### src/rtl/bullet_fire_ctrl.sv
// bullet_fire_ctrl
// Turns keyboard input into single-frame fire requests for the bullet block,
// latches the travel direction at launch, and follows the bullet in flight
// until it hits the enemy, leaves the screen or times out. A cooldown then
// holds off the next shot.

module bullet_fire_ctrl #(
    parameter int HIT_RADIUS      = 8,
    parameter int EDGE_MARGIN     = 4,
    parameter int X_MAX           = 639,
    parameter int Y_MAX           = 479,
    parameter int COOLDOWN_FRAMES = 15,
    parameter int FLIGHT_MAX      = 700
) (
    input  logic       frame_clk,
    input  logic       Reset,
    input  logic [7:0] keycode,
    input  logic [9:0] BulletX,
    input  logic [9:0] BulletY,
    input  logic [9:0] EnemyX,
    input  logic [9:0] EnemyY,
    output logic       shoot,
    output logic [1:0] Direction,
    output logic       bullet_active,
    output logic       hit,
    output logic [7:0] score
);

    // USB HID keycodes of interest
    localparam logic [7:0] KEY_A     = 8'h04;
    localparam logic [7:0] KEY_D     = 8'h07;
    localparam logic [7:0] KEY_S     = 8'h16;
    localparam logic [7:0] KEY_W     = 8'h1A;
    localparam logic [7:0] KEY_SPACE = 8'h2C;

    // Direction encodings shared by facing and Direction
    localparam logic [1:0] DIR_LEFT  = 2'b00;
    localparam logic [1:0] DIR_RIGHT = 2'b01;
    localparam logic [1:0] DIR_DOWN  = 2'b10;
    localparam logic [1:0] DIR_UP    = 2'b11;

    // Geometry and timing limits folded into 10-bit constants so every
    // compare below is a plain unsigned 10-bit compare
    localparam logic [9:0] RADIUS        = 10'(HIT_RADIUS);
    localparam logic [9:0] LEFT_EDGE     = 10'(EDGE_MARGIN);
    localparam logic [9:0] RIGHT_EDGE    = 10'(X_MAX - EDGE_MARGIN);
    localparam logic [9:0] TOP_EDGE      = 10'(EDGE_MARGIN);
    localparam logic [9:0] BOTTOM_EDGE   = 10'(Y_MAX - EDGE_MARGIN);
    localparam logic [9:0] FLIGHT_LAST   = 10'(FLIGHT_MAX - 1);
    localparam logic [9:0] COOLDOWN_LOAD = 10'(COOLDOWN_FRAMES);

    typedef enum logic [1:0] {
        IDLE,
        LAUNCH,
        FLIGHT,
        COOLDOWN
    } state_t;

    state_t     state;
    logic [7:0] prev_key;
    logic [1:0] facing;
    logic [9:0] flight_cnt;
    logic [9:0] cool_cnt;

    logic       fire_edge;
    logic [9:0] dist_x;
    logic [9:0] dist_y;
    logic       hit_now;
    logic       edge_now;
    logic       timeout_now;

    // Space counts only on the frame it goes down, so holding it fires once
    assign fire_edge = (keycode == KEY_SPACE) && (prev_key != KEY_SPACE);

    // Per-axis distances are larger minus smaller so they never wrap
    always_comb begin
        dist_x = 10'd0;
        dist_y = 10'd0;
        if (BulletX >= EnemyX) dist_x = BulletX - EnemyX;
        else                   dist_x = EnemyX - BulletX;
        if (BulletY >= EnemyY) dist_y = BulletY - EnemyY;
        else                   dist_y = EnemyY - BulletY;
    end

    // Flight-ending conditions, prioritised later inside the FSM
    assign hit_now     = (dist_x <= RADIUS) && (dist_y <= RADIUS);
    assign edge_now    = (BulletX <= LEFT_EDGE) || (BulletX >= RIGHT_EDGE) ||
                         (BulletY <= TOP_EDGE)  || (BulletY >= BOTTOM_EDGE);
    assign timeout_now = (flight_cnt == FLIGHT_LAST);

    // Remember last frame's keycode for space-press edge detection
    always_ff @(posedge frame_clk or posedge Reset) begin
        if (Reset) prev_key <= 8'h00;
        else       prev_key <= keycode;
    end

    // Facing follows the WASD keys in every state; other keys leave it alone
    always_ff @(posedge frame_clk or posedge Reset) begin
        if (Reset) begin
            facing <= DIR_RIGHT;
        end else begin
            case (keycode)
                KEY_A:   facing <= DIR_LEFT;
                KEY_D:   facing <= DIR_RIGHT;
                KEY_S:   facing <= DIR_DOWN;
                KEY_W:   facing <= DIR_UP;
                default: facing <= facing;
            endcase
        end
    end

    // Shot sequencer: launch, track flight, then cool down before re-arming
    always_ff @(posedge frame_clk or posedge Reset) begin
        if (Reset) begin
            state         <= IDLE;
            shoot         <= 1'b0;
            Direction     <= DIR_RIGHT;
            bullet_active <= 1'b0;
            hit           <= 1'b0;
            score         <= 8'd0;
            flight_cnt    <= 10'd0;
            cool_cnt      <= 10'd0;
        end else begin
            hit <= 1'b0;
            case (state)
                IDLE: begin
                    if (fire_edge) begin
                        state         <= LAUNCH;
                        shoot         <= 1'b1;
                        Direction     <= facing;
                        bullet_active <= 1'b1;
                        flight_cnt    <= 10'd0;
                    end
                end
                LAUNCH: begin
                    state <= FLIGHT;
                    shoot <= 1'b0;
                end
                FLIGHT: begin
                    flight_cnt <= flight_cnt + 10'd1;
                    if (hit_now) begin
                        hit           <= 1'b1;
                        if (score != 8'hFF) score <= score + 8'd1;
                        state         <= COOLDOWN;
                        bullet_active <= 1'b0;
                        cool_cnt      <= COOLDOWN_LOAD;
                    end else if (edge_now || timeout_now) begin
                        state         <= COOLDOWN;
                        bullet_active <= 1'b0;
                        cool_cnt      <= COOLDOWN_LOAD;
                    end
                end
                COOLDOWN: begin
                    if (cool_cnt <= 10'd1) state <= IDLE;
                    else                   cool_cnt <= cool_cnt - 10'd1;
                end
                default: begin
                    state <= IDLE;
                end
            endcase
        end
    end

endmodule

### config.mk
export PLATFORM = sky130hd
export DESIGN_NAME = bullet_fire_ctrl
export DESIGN_NICKNAME = d
export VERILOG_FILES = /design/src/rtl/bullet_fire_ctrl.sv
export SDC_FILE = /design/constraint.sdc
export NUM_CORES = 1
export LEC_CHECK = 0
export BUFFER_PORTS_ARGS = -buffer_cell sky130_fd_sc_hd__buf_4
export CORE_MARGIN = 8
export CORE_UTILIZATION = 35
export CTS_CLUSTER_DIAMETER = 60
export CTS_CLUSTER_SIZE = 16
export DETAILED_ROUTE_END_ITERATION = 12
export HOLD_SLACK_MARGIN = 0.05
export SYNTH_ARGS = -nofsm -noshare
export SYNTH_HDL_FRONTEND = slang
export SYNTH_SLANG_ARGS = --single-unit
### constraint.sdc
create_clock -name frame_clk -period 5.6 [get_ports frame_clk]
set_input_delay 1.12 -clock frame_clk [delete_from_list [all_inputs] [get_ports frame_clk]]
set_output_delay 1.12 -clock frame_clk [all_outputs]
set_load 0.02 [all_outputs]
Word level (Yosys, flattened, before mapping)
Index checks and enable logic that the tools add are counted.
{"block": "word_totals", "register_bits": 45, "inputBits": 50, "out_inout_bits": 13, "wordCells": 80}
{"block": "classes", "n_addsub": 7, "magnitude_cmp": 9, "eq_ne": 15, "muxes": 21, "reduce_logical": 18}
{"cell": "10-bit two-way mux", "count": 6}
{"cell": "10-bit case mux with 2 select lines", "count": 2}
{"cell": "10-bit subtractor", "count": 4}
{"cell": "10-bit greater-or-equal comparator", "count": 2}
{"cell": "10-bit by 3-bit <= comparator with 1-bit output (second input constant)", "count": 2}
{"cell": "10-bit by 4-bit <= comparator with 1-bit output (second input constant)", "count": 2}
{"cell": "8-bit by 3-bit equality test with 1-bit output (second input constant)", "count": 2}
{"cell": "8-bit by 5-bit equality test with 1-bit output (second input constant)", "count": 2}
{"cell": "2-bit case mux with 4 select lines", "count": 2}
{"cell": "3-bit AND reduction", "count": 4}
{"cell": "10-bit by 1-bit adder with 10-bit output (second input constant)", "count": 1}
{"cell": "10-bit equality test (second input constant)", "count": 1}
{"cell": "10-bit greater-or-equal comparator (second input constant)", "count": 1}
{"cell": "10-bit by 9-bit greater-or-equal comparator with 1-bit output (second input constant)", "count": 1}
{"cell": "10-bit by 1-bit <= comparator with 1-bit output (second input constant)", "count": 1}
{"cell": "10-bit by 1-bit subtractor with 10-bit output (second input constant)", "count": 1}
{"cell": "8-bit by 1-bit adder with 8-bit output (second input constant)", "count": 1}
{"cell": "8-bit by 6-bit equality test with 1-bit output (second input constant)", "count": 1}
{"cell": "2-bit two-way mux", "count": 4}
{"cell": "8-bit by 6-bit != test with 1-bit output (second input constant)", "count": 1}
{"cell": "8-bit != test (second input constant)", "count": 1}
{"cell": "2-bit != test (second input constant)", "count": 3}
{"cell": "2-bit AND reduction", "count": 3}
{"cell": "2-bit nonzero test", "count": 3}
{"cell": "9 further kinds", "count": 19}

Logic depth before layout (Yosys ltp)
{"block": "depth", "depth_word": 8, "ltp_mapped": 14, "ltp_nobuf": 12}

Worst setup path after synthesis
OpenSTA, ideal clock, no wires.
{"block": "synth_path", "path_type": "input port to flip-flop", "startpoint": "in BulletY[2]", "endpoint": "reg state[1]", "setup_ns": 0.125, "arrival_ns": 3.604, "required_time_ns": 5.475, "path_slack_ns": 1.871, "stages": 13, "n_path_buf": 1, "cell_sequence": "inv_1 ha_1 buf_6 a21oi_2 a211oi_1 a2111oi_2 nand3_1 nor4_2 o211ai_2 nor3_4 a21oi_4 nor3_1 mux2_2"}
{"block": "synth_via", "elab_chain_cells": 6, "word_cells_on_any_way": 15, "cone_classes": "add/sub (2); order compare (4); eq/ne (1); mux (3); reduce/logical (5)"}
{"item": "start: declaration", "line_no": "19", "text": "input logic [9:0] BulletY,"}
{"item": "10-bit subtractor, or another cell as far along", "line_no": "82", "text": "else dist_y = EnemyY - BulletY;"}
{"item": "10-bit two-way mux or 1-bit logical OR (tied branches)", "line_no": "81, 87"}
{"item": "10-bit by 4-bit <= comparator with 1-bit output or 1-bit logical OR (tied branches)", "line_no": "86, 88"}
{"item": "1-bit logical AND or 1-bit logical OR (tied branches)", "line_no": "86, 147"}
{"item": "2-bit two-way mux or 3-bit != test (tied branches)"}
{"item": "2-bit case mux with 4 select lines or 3-bit AND reduction (tied branches)"}
{"item": "end signal: assignment", "line_no": "128", "text": "state <= LAUNCH;"}
{"item": "end signal: assignment", "line_no": "144", "text": "state <= COOLDOWN;"}
{"item": "end signal: assignment", "line_no": "148", "text": "state <= COOLDOWN;"}
{"item": "end: declaration", "line_no": "59", "text": "state_t state;"}
Parallel ways exist; a longest one is shown, timed or not.
A chain may end at the register's enable or synchronous reset.

Worst setup path after layout
Same ends and word-level chain as after synthesis.

==> flow_metrics.tcl <==
set metrics [dict create \
    reg2reg_depth 10 \
    start_util 0.361 \
    cts_hold_buf 0 \
    drive_above_1_share 0.188 \
    drt-initial-drc-count 267 \
    postCtsSetupBuffers 0 \
    vdd_drop_max_uv 213 \
    yosysUniqueCellTypes 83 \
    cp.required_ps 5770 \
    design.core.area_um2 12100 \
    finalNetCount 670 \
    min_to "facing[1]" \
    cp-end-kind "flop" \
    fin_crit_ps 4000 \
    highest_layer "met4" \
    worstHoldPathCells 2 \
    critPathSlowestCell "a2111oi_2" \
    drc 0 \
    synthArstFlopShare 1.00 \
    cts_made_buffers 5 \
    area_growth_pct 16.8 \
    syn_inst 515 \
    clock_sinks 45 \
    detail_route.first_pass.iterations 4 \
    yosysMostFrequentCell "inv_1" \
    critical-path-max-stage-delay_ps 430 \
    gr-total-overflow 0 \
    ys.flop_type "dfrtp_1" \
    clock_skew_ps 5.02 \
    die_w_um 127 \
    cts_resized 0 \
    grt_use_total 0.132 \
    gp_congestion 0.867 \
    critPathMaxFanout 18 \
    leakagePower_nw 2.35 \
    finalSetupTns_ps 0 \
    dr_wl_met2_um 5120 \
    hold_violations 0 \
    finalWorstSetupSlack_ps 1600 \
    setup-violations-final 0 \
    antenna_cells 0 \
    syn_avg_cell_area_um2 8.44 \
    place_hpwl_um 8920 \
    worstHoldStart "facing[1]" \
    status "completed" \
    yosysWarnings 0 \
    cp-start-kind "primary input" \
    period_share 0.715 \
    drv_slew 0 \
    clock_path_buffers 2 \
    cap_violations 0 \
    io_pins 63 \
    dp_slack_ps 1280 \
    cts_tree "yes" \
    p_per_area_nw_per_um2 236 \
    hp-class "reg -> reg" \
    synth_area_um2 4350 \
    synth_top_area_share 0.247 \
    root_buffer "clkbuf_16" \
    portBuffers 62 \
    arrival_ps 4170 \
    synth_common_cells "58 x inv_1, 46 x ha_1, 43 x dfrtp_1" \
    r2r-start "flight_cnt[0]" \
    wire_per_inst_um 14.7 \
    fp.dieArea_um2 16200 \
    clk_latency_ps 280 \
    grt_pass1_vias 3900 \
    synth_area_leaders "dfrtp_1 25%, ha_1 13%, inv_1 5.0%" \
    fp-row-count 40 \
    wl_met1_um 5080 \
    vias 3886 \
    hold_ws_ps 491 \
    die_height_um 127 \
    fin_cells 743 \
    met3WireLength_um 471 \
    synth_seq_area_share 0.259 \
    syn-num-nets 611 \
    max_freq_ghz 0.250 \
    synth-edff-count 0 \
    antenna_found_initial 0 \
    vias_per_cell 5.23 \
    ant_nets 0 \
    fin_util 0.421 \
    grt_pass1_wl_um 18200 \
    synth_area_leader_cell "dfrtp_1" \
    rsz0062_at_grt "false" \
    dp.cells 735 \
    tightest_slew_ps 573 \
    crit_chain "buf_4, inv_1, ha_1, a21oi_2, a211oi_1, a2111oi_2, nand3_1, nor4_2, o211ai_2, nor3_4, a21oi_4, nor3_1, mux2_2" \
    wl_um 10900 \
    clk_pin_slew_ps 60 \
    critPathKind "in -> reg" \
    grt_max_degree 46 \
    r2r-end "cool_cnt[0]" \
    synth_seq_cells 45 \
    reg2reg_slack_ps 3040 \
    h-tree-depth 2 \
    slew_headroom 0.618 \
]
cells in the final DEF, fill, tap and decap left out, types with 3 or more instances in the layout:
cell / instances
buf_4: 63
inv_1: 57
ha_1: 46
dfrtp_1: 43
a21oi_1: 39
nand2_1: 34
o21ai_0: 34
nor2_1: 27
nand3_1: 21
xnor2_1: 14
or3_1: 13
nor3_1: 11
nor2b_1: 11
nand2b_1: 10
nand4_1: 9
xor2_1: 8
a21o_1: 8
mux2_2: 7
and2_1: 5
clkbuf_16: 5
a31oi_1: 4
nand3b_1: 4
nor4_1: 4
and3_1: 4
a21boi_0: 4
o21bai_1: 4
nand4b_1: 4
o211ai_1: 3
o21a_1: 3
mux2i_1: 3
and3_2: 3
a211oi_1: 3
clkbuf_1: 3
worst max-delay path, delay by kind of cell:
family / cells / cell delay, ps
compound gates: 5 / 1130
simple gates: 4 / 1000
fa+ha+maj: 1 / 420
mux: 1 / 370
buf+inv: 2 / 140
where the power goes:
group | switching [mW] | leakage (nW) | internal [mW]
Clock | 0.115 | 0.0652 | 0.166
Sequential | 0.0352 | 0.560 | 0.365
Combinational | 0.304 | 1.72 | 0.215
Total | 0.454 | 2.35 | 0.746
sequential cells by signal, summed over array words and instances, names as in the netlist:
name           flops
hit                1
state              2
cool_cnt          10
prev_key           8
score              8
bullet_active      1
Direction          2
flight_cnt        10
shoot              1
facing             2
how the worst max path moves through the flow:
| stage | depth (start not counted) | from | to |
|---|---|---|---|
| global route | 13 | BulletY[6] | state[1] |
| CTS | 13 | BulletY[6] | state[1] |
| floorplan | 13 | BulletY[2] | state[1] |
| finish | 13 | BulletY[2] | state[1] |
| detailed placement | 13 | BulletY[2] | state[1] |
| global placement | 13 | BulletY[6] | state[1] |
area by class of cell:
cell class | count | area [um2]
Multi-Input combinational cell | 401 | 2920
Sequential cell | 45 | 1130
Tap cell | 168 | 210
Timing Repair Buffer | 63 | 473
Clock buffer | 8 | 136
Inverter | 58 | 218
Fill cell | 1226 | 6980
per-stage QoR:
step / area, um2 / power, mW
finish: 5080 / 1.20
global route: 5080 / 1.29
CTS: 5080 / 1.21
detailed placement: 4940 / 0.921
global placement: 4940 / 0.905
floorplan: 4350 / 0.785
logic make-up (layout without fill, tap and decap cells):
group	count (synthesis)	in the layout	synth area share
and+or+nand+nor	178	178	0.234
AOI/OAI and AO/OA	145	145	0.234
buffers and inverters	69	129	0.0702
adders and majority gates	46	46	0.132
DFF	45	45	0.259
xor gates and xnor gates	22	22	0.0443
muxes	10	10	0.0250
layer usage:
metal  vias up  GRT usage
met5         -          0
met4         0     0.0455
met3        21     0.0300
met2        69      0.221
met1      1830      0.164
li1       1966          -
Note: power is estimated with default switching activity, not from simulation.
